==> src/rtl/motor_poll_scheduler.sv <==
// Round-robin poll sequencer for the shared SPI motor link.
// Optional MOTOR_POLL_RETRY_EN: one retry per motor before a timeout is counted.
module motor_poll_scheduler #(
    parameter int NUMBER_OF_MOTORS = 6,
    parameter int MOTOR_BITS       = 3,
    parameter int PERIOD_CYCLES    = 50000,
    parameter int TIMEOUT_CYCLES   = 4096
) (
    input  logic                        i_clock,
    input  logic                        i_reset,
    input  logic                        i_enable,
    input  logic [NUMBER_OF_MOTORS-1:0] i_motor_enable,
    input  logic                        i_spi_done,
    output logic                        o_spi_start,
    output logic [MOTOR_BITS-1:0]       o_motor,
    output logic [NUMBER_OF_MOTORS-1:0] o_ss_sel,
    output logic                        o_update_strobe,
    output logic [MOTOR_BITS-1:0]       o_update_motor,
    output logic                        o_sweep_done,
    output logic [15:0]                 o_timeout_count,
    output logic [15:0]                 o_overrun_count
);

    localparam int PW = $clog2(PERIOD_CYCLES + 1);
    localparam int TW = $clog2(TIMEOUT_CYCLES + 1);
    localparam int SW = MOTOR_BITS + 1;
    localparam logic [PW-1:0] P_LAST = PW'(PERIOD_CYCLES - 1);
    localparam logic [TW-1:0] T_LAST = TW'(TIMEOUT_CYCLES - 1);

    typedef enum logic [2:0] {
        S_IDLE, S_WAIT_TICK, S_SCAN, S_START, S_BUSY, S_UPDATE
    } state_t;

    state_t                        r_state;
    logic [PW-1:0]                 r_timer;
    logic [TW-1:0]                 r_to;
    logic [SW-1:0]                 r_scan;
    logic                          r_done_d;
    logic                          r_spi_start;
    logic [MOTOR_BITS-1:0]         r_motor;
    logic [NUMBER_OF_MOTORS-1:0]   r_ss;
    logic                          r_update_strobe;
    logic [MOTOR_BITS-1:0]         r_update_motor;
    logic                          r_sweep_done;
    logic [15:0]                   r_timeout;
    logic [15:0]                   r_overrun;

    logic                          w_tick;
    logic                          w_done_rise;
    logic                          w_timeout;
    logic                          w_found;
    logic [MOTOR_BITS-1:0]         w_idx;
    logic                          w_retry;

    assign w_tick      = i_enable && (r_timer == P_LAST);
    assign w_done_rise = i_spi_done && !r_done_d;
    assign w_timeout   = (r_state == S_BUSY) && !w_done_rise && (r_to == T_LAST);

    // Scan index is one bit wider than a motor index so it can run off the end.
    always_comb begin
        w_found = 1'b0;
        w_idx   = '0;
        for (int i = 0; i < NUMBER_OF_MOTORS; i++) begin
            if (!w_found && i_motor_enable[i] && (i >= int'(r_scan))) begin
                w_found = 1'b1;
                w_idx   = MOTOR_BITS'(i);
            end
        end
    end

`ifdef MOTOR_POLL_RETRY_EN
    logic r_retried;

    assign w_retry = !r_retried && i_enable;

    always_ff @(posedge i_clock) begin
        if (i_reset) begin
            r_retried <= 1'b0;
        end else if (r_state == S_BUSY) begin
            if (w_done_rise) begin
                r_retried <= 1'b0;
            end else if (w_timeout) begin
                r_retried <= w_retry;
            end
        end
    end
`else
    assign w_retry = 1'b0;
`endif

    always_ff @(posedge i_clock) begin
        if (i_reset || !i_enable || (r_timer == P_LAST)) begin
            r_timer <= '0;
        end else begin
            r_timer <= r_timer + 1'b1;
        end
    end

    always_ff @(posedge i_clock) begin
        if (i_reset) begin
            r_state         <= S_IDLE;
            r_to            <= '0;
            r_scan          <= '0;
            r_done_d        <= 1'b0;
            r_spi_start     <= 1'b0;
            r_motor         <= '0;
            r_ss            <= '0;
            r_update_strobe <= 1'b0;
            r_update_motor  <= '0;
            r_sweep_done    <= 1'b0;
            r_timeout       <= '0;
            r_overrun       <= '0;
        end else begin
            r_done_d        <= i_spi_done;
            r_spi_start     <= 1'b0;
            r_update_strobe <= 1'b0;
            r_sweep_done    <= 1'b0;
            if (w_tick && (r_state != S_IDLE) && (r_state != S_WAIT_TICK)
                && (r_overrun != 16'hFFFF)) begin
                r_overrun <= r_overrun + 16'd1;
            end
            unique case (r_state)
                S_IDLE: begin
                    if (i_enable) r_state <= S_WAIT_TICK;
                end
                S_WAIT_TICK: begin
                    if (!i_enable) begin
                        r_state <= S_IDLE;
                    end else if (w_tick) begin
                        r_scan  <= '0;
                        r_state <= S_SCAN;
                    end
                end
                S_SCAN: begin
                    if (w_found && i_enable) begin
                        r_motor     <= w_idx;
                        r_ss        <= NUMBER_OF_MOTORS'(1) << w_idx;
                        r_spi_start <= 1'b1;
                        r_state     <= S_START;
                    end else begin
                        r_sweep_done <= !w_found;
                        r_state      <= i_enable ? S_WAIT_TICK : S_IDLE;
                    end
                end
                S_START: begin
                    r_to    <= '0;
                    r_state <= S_BUSY;
                end
                S_BUSY: begin
                    if (w_done_rise) begin
                        r_ss            <= '0;
                        r_update_strobe <= 1'b1;
                        r_update_motor  <= r_motor;
                        r_state         <= S_UPDATE;
                    end else if (w_timeout && w_retry) begin
                        r_spi_start <= 1'b1;
                        r_state     <= S_START;
                    end else if (w_timeout) begin
                        if (r_timeout != 16'hFFFF) r_timeout <= r_timeout + 16'd1;
                        r_ss    <= '0;
                        r_scan  <= SW'(r_motor) + SW'(1);
                        r_state <= S_SCAN;
                    end else begin
                        r_to <= r_to + 1'b1;
                    end
                end
                S_UPDATE: begin
                    if (!i_enable) begin
                        r_state <= S_IDLE;
                    end else begin
                        r_scan  <= SW'(r_motor) + SW'(1);
                        r_state <= S_SCAN;
                    end
                end
                default: r_state <= S_IDLE;
            endcase
        end
    end

    assign o_spi_start     = r_spi_start;
    assign o_motor         = r_motor;
    assign o_ss_sel        = r_ss;
    assign o_update_strobe = r_update_strobe;
    assign o_update_motor  = r_update_motor;
    assign o_sweep_done    = r_sweep_done;
    assign o_timeout_count = r_timeout;
    assign o_overrun_count = r_overrun;

endmodule

==> config.mk <==
export PLATFORM = sky130hd
export DESIGN_NAME = motor_poll_scheduler
export DESIGN_NICKNAME = d
export VERILOG_FILES = /design/src/rtl/motor_poll_scheduler.sv
export SDC_FILE = /design/constraint.sdc
export NUM_CORES = 1
export LEC_CHECK = 0
export BUFFER_PORTS_ARGS = -buffer_cell sky130_fd_sc_hd__buf_2
export CORE_ASPECT_RATIO = 0.9
export CORE_UTILIZATION = 40
export CTS_CLUSTER_DIAMETER = 150
export DETAILED_ROUTE_END_ITERATION = 10
export GPL_TIMING_DRIVEN = 0
export PLACE_DENSITY = 0.65
export SYNTH_ARGS = -nofsm -noshare
export SYNTH_HDL_FRONTEND = slang
export SYNTH_SLANG_ARGS = --single-unit
==> constraint.sdc <==
create_clock -name i_clock -period 5.9 [get_ports i_clock]
set_clock_uncertainty 0.2 [all_clocks]
set_input_delay 0.885 -clock i_clock [delete_from_list [all_inputs] [get_ports i_clock]]
set_output_delay 0.885 -clock i_clock [all_outputs]
set_load 0.02 [all_outputs]
==> results of run 1 <==
routing by layer:
metal  up-vias  track usage, %  share of wire [%]
met5         -               0                  0
li1       1897               -                  -
met2        89           29.89                 44
met4         0           6.237               0.38
met3         4           4.673                5.2
met1      1773           29.04                 51
metrics by stage:
stage	total power, uW	utilization, %	instances	hold slack [ns]
floorplan	602.9	-	478	0.2078
global placement	614.8	46.21	660	0.2166
detailed placement	615.3	46.21	660	0.2267
CTS	1111	48.77	675	0.2369
global route	1141	48.77	675	0.2724
finish	1095	48.77	675	0.2386
path summary, 6_finish.rpt:
path                    startpoint                               end  slack [ns]
max reg2reg  r_timer[0]$_SDFF_PP0_  o_overrun_count[13]$_SDFFE_PP0P_        3.47
min          r_to[12]$_SDFFE_PP0P_             r_to[12]$_SDFFE_PP0P_        0.24
min reg2reg  r_to[12]$_SDFFE_PP0P_             r_to[12]$_SDFFE_PP0P_        0.24
max                       i_enable   o_overrun_count[7]$_SDFFE_PP0P_        3.44
cell type report:
type | instances | share of cell area [%]
Multi-Input combinational cell | 366 | 48.02
Timing Repair Buffer | 56 | 5.849
Clock buffer | 12 | 4.935
Buffer | 13 | 1.332
Inverter | 15 | 1.175
Sequential cell | 84 | 35.09
Tap cell | 126 | 3.290
Clock inverter | 3 | 0.3133
critical path, stage by stage:
cell	delay, ns
buf_2	0.15
o21a_1	0.17
nand4_1	0.11
a2111oi_0	0.67
or3b_1	0.40
a21oi_1	0.14
placed cells by master, fill, tap and decap left out, drive strengths merged, types with 6 or more instances in the layout:
cell / netlist / layout
dfxtp: 84 / 84
buf: 7 / 63
nor2: 48 / 48
nand2: 36 / 36
a21oi: 35 / 35
nand3: 29 / 29
o21ai: 28 / 28
or3: 18 / 18
clkbuf: 6 / 18
xnor2: 17 / 17
nand4: 15 / 15
inv: 14 / 14
xor2: 12 / 12
nor4: 10 / 10
and3: 9 / 9
mux2i: 8 / 8
nor2b: 7 / 7
nor3: 7 / 7
or4: 7 / 7
or2: 6 / 6
and4: 6 / 6
cell usage after synthesis, types with 2 or more instances:
cell type,n,area [um2]
dfxtp_1,84,1682
nor2_1,48,180.2
nand2_1,35,131.4
a21oi_1,33,165.2
nand3_1,29,145.1
o21ai_0,26,130.1
or3_1,18,112.6
xnor2_1,17,148.9
inv_1,14,52.55
nand4_1,14,87.58
xor2_1,12,105.1
and3_1,9,56.30
nor4_1,9,56.30
mux2i_1,8,80.08
nor2b_1,7,43.79
nor3_1,7,35.03
or4_1,7,52.55
and4_1,6,52.55
clkbuf_1,6,22.52
or2_2,6,37.54
a2111oi_0,5,43.79
ha_1,5,62.56
o32ai_1,5,43.79
nand2b_1,4,25.02
nand3b_1,4,30.03
o21a_1,4,30.03
a211oi_1,3,22.52
buf_2,3,15.01
nor4b_1,3,26.28
a21oi_2,2,17.52
a31oi_1,2,12.51
and3b_1,2,17.52
buf_1,2,7.510
nor3b_1,2,15.01
o211a_1,2,20.02
o211ai_1,2,15.01
o21ai_1,2,10.01
o21bai_1,2,15.01
o31ai_1,2,15.01
o32a_1,2,20.02
registers in the layout (all words and copies together), names as in the netlist:
| register | count |
|---|---|
| o_overrun_count | 16 |
| o_timeout_count | 16 |
| r_timer | 16 |
| r_to | 13 |
| o_ss_sel | 6 |
| r_scan | 4 |
| o_motor | 3 |
| o_update_motor | 3 |
| r_state | 3 |
| o_spi_start | 1 |
| o_sweep_done | 1 |
| o_update_strobe | 1 |
| r_done_d | 1 |
power by group:
part | internal [uW] | total [uW] | switching (uW) | leakage (uW)
Sequential | 569 | 570 | 1.03 | 0.000677
Combinational | 10.2 | 33.2 | 23.1 | 0.000963
Clock | 281 | 492 | 211 | 0.000126
logic make-up after synthesis:
kind of cell,count (synthesis),synth area share [%]
XOR/XNOR,29,6.191
AND/OR/NAND/NOR,223,30.50
adder cells (fa/ha/maj),5,1.525
flip-flops,84,40.99
multiplexers,9,2.226
buffers and inverters,28,2.928
AO/OA/AOI/OAI,100,15.64
==> results.yml, run 1 <==
sta:
  slew_violations: 0
  timing.final.ws_setup_ns: 3.442
  setup_violations: 0
  max_slew_margin_pct: 51.84
  hold_viol_final: 0
  fin_crit_sh_pct: 41.67
  rsz0062_at_grt: "no"
  min_period_ns: 2.458
  fmax_mhz: 406.8
  setup_tns_ns: 0
  worst_slew_pin_slew_ns: 0.7042
cells_and_area:
  antennaDiodeCount: 0
  drive_gt1_share_pct: 17.12
  nets: 560
  final-seq-area_mm2: 0.001682
  fillCellCount: 953
  area_delta_synth_final_pct: 16.80
  finalInstanceArea_mm2: 0.004792
  multiInputGateArea_mm2: 0.002301
outcome:
  status: "complete, no violations"
critical_path:
  worst_setup_path_start_kind: "primary input"
  arrival_ns: 2.52
  r2r_cells: 6
  crit_required_ns: 5.96
  worstSetupPathType: "primary input to register"
  endpoint_kind: "register"
  cp_max_fo: 5
placed_design:
  pre_cts_ws_ns: 3.125
  placed_area_mm2: 0.004541
  dpl.hpwl_um: 7286
  portBuffers: 56
  place_congestion: 0.8252
die:
  rows: 34
  design.core.area_mm2: 0.009827
  start_util_pct: 41.75
  die_w_um: 108.8
  chipHeight_um: 98.08
  boundaryPins: 57
  dieArea_mm2: 0.01067
detailed_routing:
  avgRoutedWirePerCell_um: 14.92
  viasPerCell: 5.575
  drc_errors: 0
  antenna_left: 0
  vias: 3763
  routed_wl_um: 10070
  drtPass1Iterations: 4
  drt_first_iter_violations: 298
clock_tree:
  cts_buffers: 9
  root_buffer: "clkbuf_16"
  clkTransAtPathRegs_ns: 0.06
  h-tree-depth: 3
  cts_tree: "done"
  cts_max_path_buffers: 2
  clk_latency_ns: 0.34
  postCtsSetupBuffers: 0
  clock-sinks: 84
  hold_buffers: 0
  post_cts_resized: 0
synthesis:
  ys_warn_count: 0
  syn_inst: 478
  synth-async-reset-ratio_pct: 0
  synth-seq-cells: 84
  ys_seq_area_share_pct: 40.99
  synthesis.area_mm2: 0.004103
  synth_edf_count: 0
  ys_types: 65
  synth_top_flop_cell: "dfxtp_1"
  syn_area_per_cell_um2: 8.583
  syn-num-nets: 493
grt:
  grt_max_degree: 13
  grt_remaining_overflow: 0
  grt_antenna_before_repair: 0
  grt_pass1_vias: 3473
  grt_first_pass_wirelength_um: 17000
  grt_use_total_pct: 20.26
min_path:
  hold_depth: 2
  hp-class: "register to register"
power:
  p_per_area_mw_per_mm2: 228.6
  peakVddDrop_mv: 0.1560
  p_leak_uw: 0.001766
run:
  drv_cap: 0
Note: power is estimated with default switching activity, not from simulation.
==> inputs of run 2 (changes only) <==
--- a/config.mk
+++ b/config.mk
@@ -5,13 +5,14 @@
 export SDC_FILE = /design/constraint.sdc
 export NUM_CORES = 1
 export LEC_CHECK = 0
+export ABC_AREA = 1
 export BUFFER_PORTS_ARGS = -buffer_cell sky130_fd_sc_hd__buf_2
 export CORE_ASPECT_RATIO = 0.9
 export CORE_UTILIZATION = 40
 export CTS_CLUSTER_DIAMETER = 150
 export DETAILED_ROUTE_END_ITERATION = 10
 export GPL_TIMING_DRIVEN = 0
-export PLACE_DENSITY = 0.65
+export PLACE_DENSITY = 0.67
 export SYNTH_ARGS = -nofsm -noshare
 export SYNTH_HDL_FRONTEND = slang
 export SYNTH_SLANG_ARGS = --single-unit
==> constraint.sdc (replaced) <==
create_clock -name i_clock -period 2.1 [get_ports i_clock]
set_clock_uncertainty 0.2 [all_clocks]
set_input_delay 0.315 -clock i_clock [delete_from_list [all_inputs] [get_ports i_clock]]
set_output_delay 0.315 -clock i_clock [all_outputs]
set_load 0.02 [all_outputs]
==> run 2 against run 1 <==
  * The flow now finishes with violations (design-rule violations)
  * Combinational power rose to 8.7 times the previous value
  * Total power grew to 3.3 times the previous value
  * Final cell count grew 22%
  * Largest power group is now clock
  * Critical path depth grew 5
==> results.yml, run 2 <==
clock_tree:
  h-tree-depth: 3
  clkTransAtPathRegs_ns: 0.06
  clk_latency_ns: 0.34
  root_buffer: "clkbuf_16"
  cts_max_path_buffers: 2
  cts_buffers: 9
  clock-sinks: 84
  cts_tree: "done"
sta:
  fin_crit_sh_pct: 96.74
  hold_viol_final: 0
  fmax_mhz: 492.2
  max_slew_margin_pct: 57.85
  min_period_ns: 2.032
  worst_slew_pin_slew_ns: 0.6323
  setup_violations: 0
  worst_hold_slack_ns: 0.01685
  setup_tns_ns: 0
  slew_violations: 0
placed_design:
  portBuffers: 55
  dpl.hpwl_um: 7663
  place_congestion: 0.8680
critical_path:
  arrival_ns: 2.03
  rrSetupSlack_ns: 0.07
  cp_max_fo: 5
  crit_required_ns: 2.10
  worstSetupPathType: "register to register"
  endpoint_kind: "register"
  worst_setup_path_start_kind: "register"
synthesis:
  syn_inst: 617
  synth_top_flop_cell: "dfxtp_1"
  syn_area_per_cell_um2: 7.002
  ys_top_cells_by_count: "nand2_1 (120), dfxtp_1 (84), nor2_1 (77), inv_1 (65), nand3_1 (54)"
  syn-num-nets: 632
  synth_top_cell_area_share_pct: 38.92
  synthesis.area_mm2: 0.004320
  synth-async-reset-ratio_pct: 0
  synth.area.top_cells: "dfxtp_1 (39%), nand2_1 (10%), nor2_1 (6.7%), nand3_1 (6.3%), a21oi_1 (6.1%)"
  ys_warn_count: 0
  synth.most_common_cell: "nand2_1"
  ys_seq_area_share_pct: 38.92
  ys_types: 39
  synth_edf_count: 0
  synth-seq-cells: 84
  yosys.area.top_type: "dfxtp_1"
grt:
  grt_max_degree: 15
  grt_use_total_pct: 18.99
  grt_antenna_before_repair: 0
  grt_pass1_vias: 3838
  grt_first_pass_wirelength_um: 17420
  grt_remaining_overflow: 0
power:
  p_leak_uw: 0.002074
  p_total_uw: 3573
  peakVddDrop_mv: 0.4979
  p_per_area_mw_per_mm2: 677.0
die:
  chipHeight_um: 100.6
  boundaryPins: 57
  rows: 35
  design.core.area_mm2: 0.01038
  die_w_um: 111.6
  start_util_pct: 41.63
  dieArea_mm2: 0.01122
outcome:
  violations: "design-rule violations"
  status: "finished with violations"
cells_and_area:
  drive_gt1_share_pct: 20.23
  area_delta_synth_final_pct: 22.15
  antennaDiodeCount: 0
  layout_common_cells: "nand2_1 (116), dfxtp_1 (75), nor2_1 (72), inv_1 (63), buf_2 (56)"
  layout_commonest_cell: "nand2_1"
  nets: 707
detailed_routing:
  viasPerCell: 5.185
  drtPass1Iterations: 8
  routed_wl_um: 10530
  drt_first_iter_violations: 353
  vias: 4283
  avgRoutedWirePerCell_um: 12.75
  drc_errors: 13
  antenna_left: 0
run:
  drv_cap: 0
min_path:
  hp-class: "primary input to register"
## run 2: cell count changes after synthesis, moves of 17 or more
cell and delta:
nor3_1 +17, a21oi_1 +20, inv_1 +51, nand3_1 +25
nand2_1 +85, nor2_1 +29, or3_1 -18
## run 2: final timing paths
path / start / to / depth (start not counted)
setup / recovery: r_timer[0]$_SDFF_PP0_ / o_overrun_count[11]$_SDFFE_PP0P_ / 11
hold / removal: i_spi_done / r_done_d$_SDFF_PP0_ / 3
setup reg to reg: r_timer[0]$_SDFF_PP0_ / o_overrun_count[11]$_SDFFE_PP0P_ / 11
hold reg to reg: o_ss_sel[0]$_SDFFE_PP0P_ / o_ss_sel[0]$_SDFFE_PP0P_ / 2
## run 2: metal layers
metal	share of wire (%)	track usage, %
met4	2.0	6.965
met5	0	0
met2	45	30.05
met1	48	25.72
met3	4.9	3.848
## run 2: cell type report
class	count	area, um2
Fill cell	1020	5101
Sequential cell	84	1695
Buffer	15	96.34
Inverter	69	264.0
Tap cell	129	161.4
Clock inverter	5	60.06
Clock buffer	11	252.7
Multi-Input combinational cell	449	2405
Timing Repair Buffer	64	342.8
## run 2: worst max-delay path: stages, from the launching register on
cell and delay (ns):
dfxtp_2 0.35, ha_4 0.14, nand2_2 0.07, nor2_4 0.13, inv_2 0.06, nor2_2 0.08
nand3_2 0.10, nor4_4 0.36, nand2_2 0.13, buf_4 0.17, nand2_1 0.05, a21oi_1 0.05
## run 2: report_power, final
| group | total, uW | internal [uW] | switching [uW] |
|---|---|---|---|
| clock | 1650 | 989 | 660 |
| sequential | 1640 | 1620 | 20.8 |
| combinational | 288 | 95.4 | 193 |
| total | 3570 | 2700 | 873 |
## run 2: metrics by stage
stage | area [um2] | worst slack [ns] | utilization (%) | std cells
6_report | 5278 | 0.06842 | 50.85 | 826
5_1_grt | 5278 | -0.04210 | 50.85 | 826
4_1_cts | 5111 | 0.009061 | 49.25 | 819
3_5_place_dp | 4757 | -0.1663 | 45.83 | 801
3_3_place_gp | 4757 | -0.1349 | 45.83 | 801
2_1_floorplan | 4320 | 0.07586 | - | 617
## run 2: logic make-up after synthesis
group	Yosys count	synth area share [%]
AND/OR/NAND/NOR	314	33.04
AO/OA/AOI/OAI	99	12.31
buffers and inverters	84	7.993
flip-flops	84	38.92
XOR/XNOR	31	6.284
adder cells (fa/ha/maj)	5	1.448
## run 2: what timing repair did
| item | in CTS | in global routing |
|---|---|---|
| pin swaps | 2 | 8 |
| gates resized for setup | 7 | 43 |
| gates cloned | 0 | 1 |
| buffers inserted | 2 | 6 |
| endpoints found under the hold margin | 0 | 0 |
| hold buffers | 0 | 0 |
| setup endpoints to repair | 27 | 55 |
==> inputs of run 3 (changes only) <==
--- a/config.mk
+++ b/config.mk
@@ -5,7 +5,6 @@
 export SDC_FILE = /design/constraint.sdc
 export NUM_CORES = 1
 export LEC_CHECK = 0
-export ABC_AREA = 1
 export BUFFER_PORTS_ARGS = -buffer_cell sky130_fd_sc_hd__buf_2
 export CORE_ASPECT_RATIO = 0.9
 export CORE_UTILIZATION = 40
==> run 3 against run 2 <==
  * The flow finishes with violations (negative setup slack)
  * Global-route usage up 1.6 points
  * Combinational power down 65%
  * Sequential power down 3%
  * Maximum frequency down 5.0%
  * Non-clock buffer count up 17
  * Total power down 2.7%
  * First-iteration DRC count down 23%
  * Sequential cell count unchanged
  * Wire length up 5.2%
  * Utilization up 4.8 points
  * Register-to-register slack worse by 0.11 ns
  * Highest routed layer unchanged
==> results.yml, run 3 (synthesis results as in run 1) <==
critical_path:
  worstSetupPathType: "register to register"
  max_stage_delay_ns: 0.41
  cp_max_fo: 5
  crit_buf_inv: 1
  arrival_ns: 2.20
  cp_slowest_cell: "or3b_4"
  worst_setup_path_start_kind: "register"
  crit_required_ns: 2.16
  endpoint_kind: "register"
  cp_top_family: "simple AND/OR/NAND/NOR gates"
  worstPathCellList: "buf_6 -> or3b_4 -> nor4_4 -> o211ai_4 -> or3_1 -> a21oi_1"
grt:
  grt_remaining_overflow: 0
  grt_pass1_vias: 3586
  grt_max_degree: 16
  grt_first_pass_wirelength_um: 17240
  grt_use_total_pct: 20.56
  grt_antenna_before_repair: 0
cells_and_area:
  drive_gt1_share_pct: 31.66
  final-seq-area_mm2: 0.001725
  fillCellCount: 862
  multiInputGateArea_mm2: 0.002625
  antennaDiodeCount: 0
  stdcell_count: 704
  area_delta_synth_final_pct: 33.36
  nets: 588
  layout_common_cells: "dfxtp_1 (61), buf_2 (56), nor2_1 (45), nand2_1 (34), a21oi_1 (32)"
  layout_commonest_cell: "dfxtp_1"
placed_design:
  place_congestion: 0.8615
  pre_cts_ws_ns: -0.3111
  portBuffers: 56
  dpl.hpwl_um: 7286
  placed_cells: 660
power:
  peakVddDrop_mv: 0.5016
  p_leak_uw: 0.001977
  p_per_area_mw_per_mm2: 635.6
sta:
  hold_viol_final: 0
  setup_violations: 3
  fmax_mhz: 467.6
  setup_tns_ns: -0.05662
  timing.final.ws_setup_ns: -0.03864
  rsz0062_at_grt: "yes"
  fin_crit_sh_pct: 101.8
  slew_violations: 0
  max_slew_margin_pct: 53.23
  worst_slew_pin_slew_ns: 0.7015
  min_period_ns: 2.139
detailed_routing:
  drt_first_iter_violations: 271
  drtPass1Iterations: 5
  drc_errors: 0
  antenna_left: 0
  viasPerCell: 5.688
  avgRoutedWirePerCell_um: 15.74
  vias: 4004
  routed_wl_um: 11080
outcome:
  violations: "negative setup slack"
  status: "finished with violations"
clock_tree:
  hold_buffers: 0
  root_buffer: "clkbuf_16"
  h-tree-depth: 3
  cts_buffers: 9
  clkTransAtPathRegs_ns: 0.06
  clock-sinks: 84
  cts_max_path_buffers: 2
  cts_tree: "done"
  clk_latency_ns: 0.34
min_path:
  hp-class: "primary input to register"
die:
  start_util_pct: 41.75
  boundaryPins: 57
  design.core.area_mm2: 0.009827
  dieArea_mm2: 0.01067
  die_w_um: 108.8
  rows: 34
  chipHeight_um: 98.08
run:
  drv_cap: 0
[run 3: cell types whose count changed in the layout (fill, tap and decap cells not counted), moves of 16 or more]
cell     delta
a21oi_1    -19
buf_4      +19
inv_1      -49
nand2_1    -82
nand3_1    -25
nor2_1     -27
nor3_1     -16
or3_1      +17
[run 3: per-stage QoR]
step / power (uW) / instance area (um2) / util [%] / hold slack, ns
CTS: 3510 / 5086 / 51.76 / 0.03936
global route: 3583 / 5472 / 55.68 / 0.08094
floorplan: 1694 / 4106 / - / 0.2078
finish: 3478 / 5472 / 55.68 / 0.05405
global placement: 1727 / 4544 / 46.24 / 0.2193
detailed placement: 1727 / 4544 / 46.24 / 0.2189
[run 3: final cells by class]
class | instances | share of cell area (%)
Tap cell | 126 | 2.881
Timing Repair Buffer | 85 | 9.170
Multi-Input combinational cell | 367 | 47.98
Buffer | 11 | 1.303
Clock buffer | 12 | 4.322
Sequential cell | 84 | 31.53
Clock inverter | 4 | 1.784
Inverter | 15 | 1.029
[run 3: worst register-to-register path: cells and delay by family, from the launching register on]
family	cells	cell delay, ns
AO/OA/AOI/OAI	2	0.27
buffers and inverters	1	0.12
AND/OR/NAND/NOR	3	1.16
flip-flops	1	0.31
[run 3: final timing paths]
check | from | to | slack (ns) | depth (start not counted)
worst max-delay path | r_state[0]$_SDFFE_PP0P_ | o_timeout_count[7]$_SDFFE_PP0P_ | -0.04 | 6
worst max register to register | r_state[0]$_SDFFE_PP0P_ | o_timeout_count[7]$_SDFFE_PP0P_ | -0.04 | 6
worst min-delay path | i_spi_done | r_done_d$_SDFF_PP0_ | 0.05 | 2
worst min register to register | r_to[12]$_SDFFE_PP0P_ | r_to[12]$_SDFFE_PP0P_ | 0.23 | 2
[run 3: per-layer routing]
layer / part of all wire [%] / vias up / wire length [um] / GRT usage [%]
met5: 0 / - / 0 / 0
met2: 47 / 140 / 5232 / 32.57
met1: 45 / 1889 / 4994 / 27.61
li1: - / 1964 / - / -
met3: 6.4 / 11 / 710 / 4.272
met4: 1.3 / 0 / 147 / 7.069
[run 3: power by group]
group | switching [uW] | total [uW] | internal, uW
combinational | 67.8 | 101 | 32.8
clock | 619 | 1780 | 1160
sequential | 3.84 | 1590 | 1590
total | 691 | 3480 | 2790
[run 3: repair_timing]
item	in CTS	in global routing
cloned	1	0
endpoints found under the setup margin	58	57
gates resized for setup	32	68
buffers inserted	10	19
pin swaps	7	27
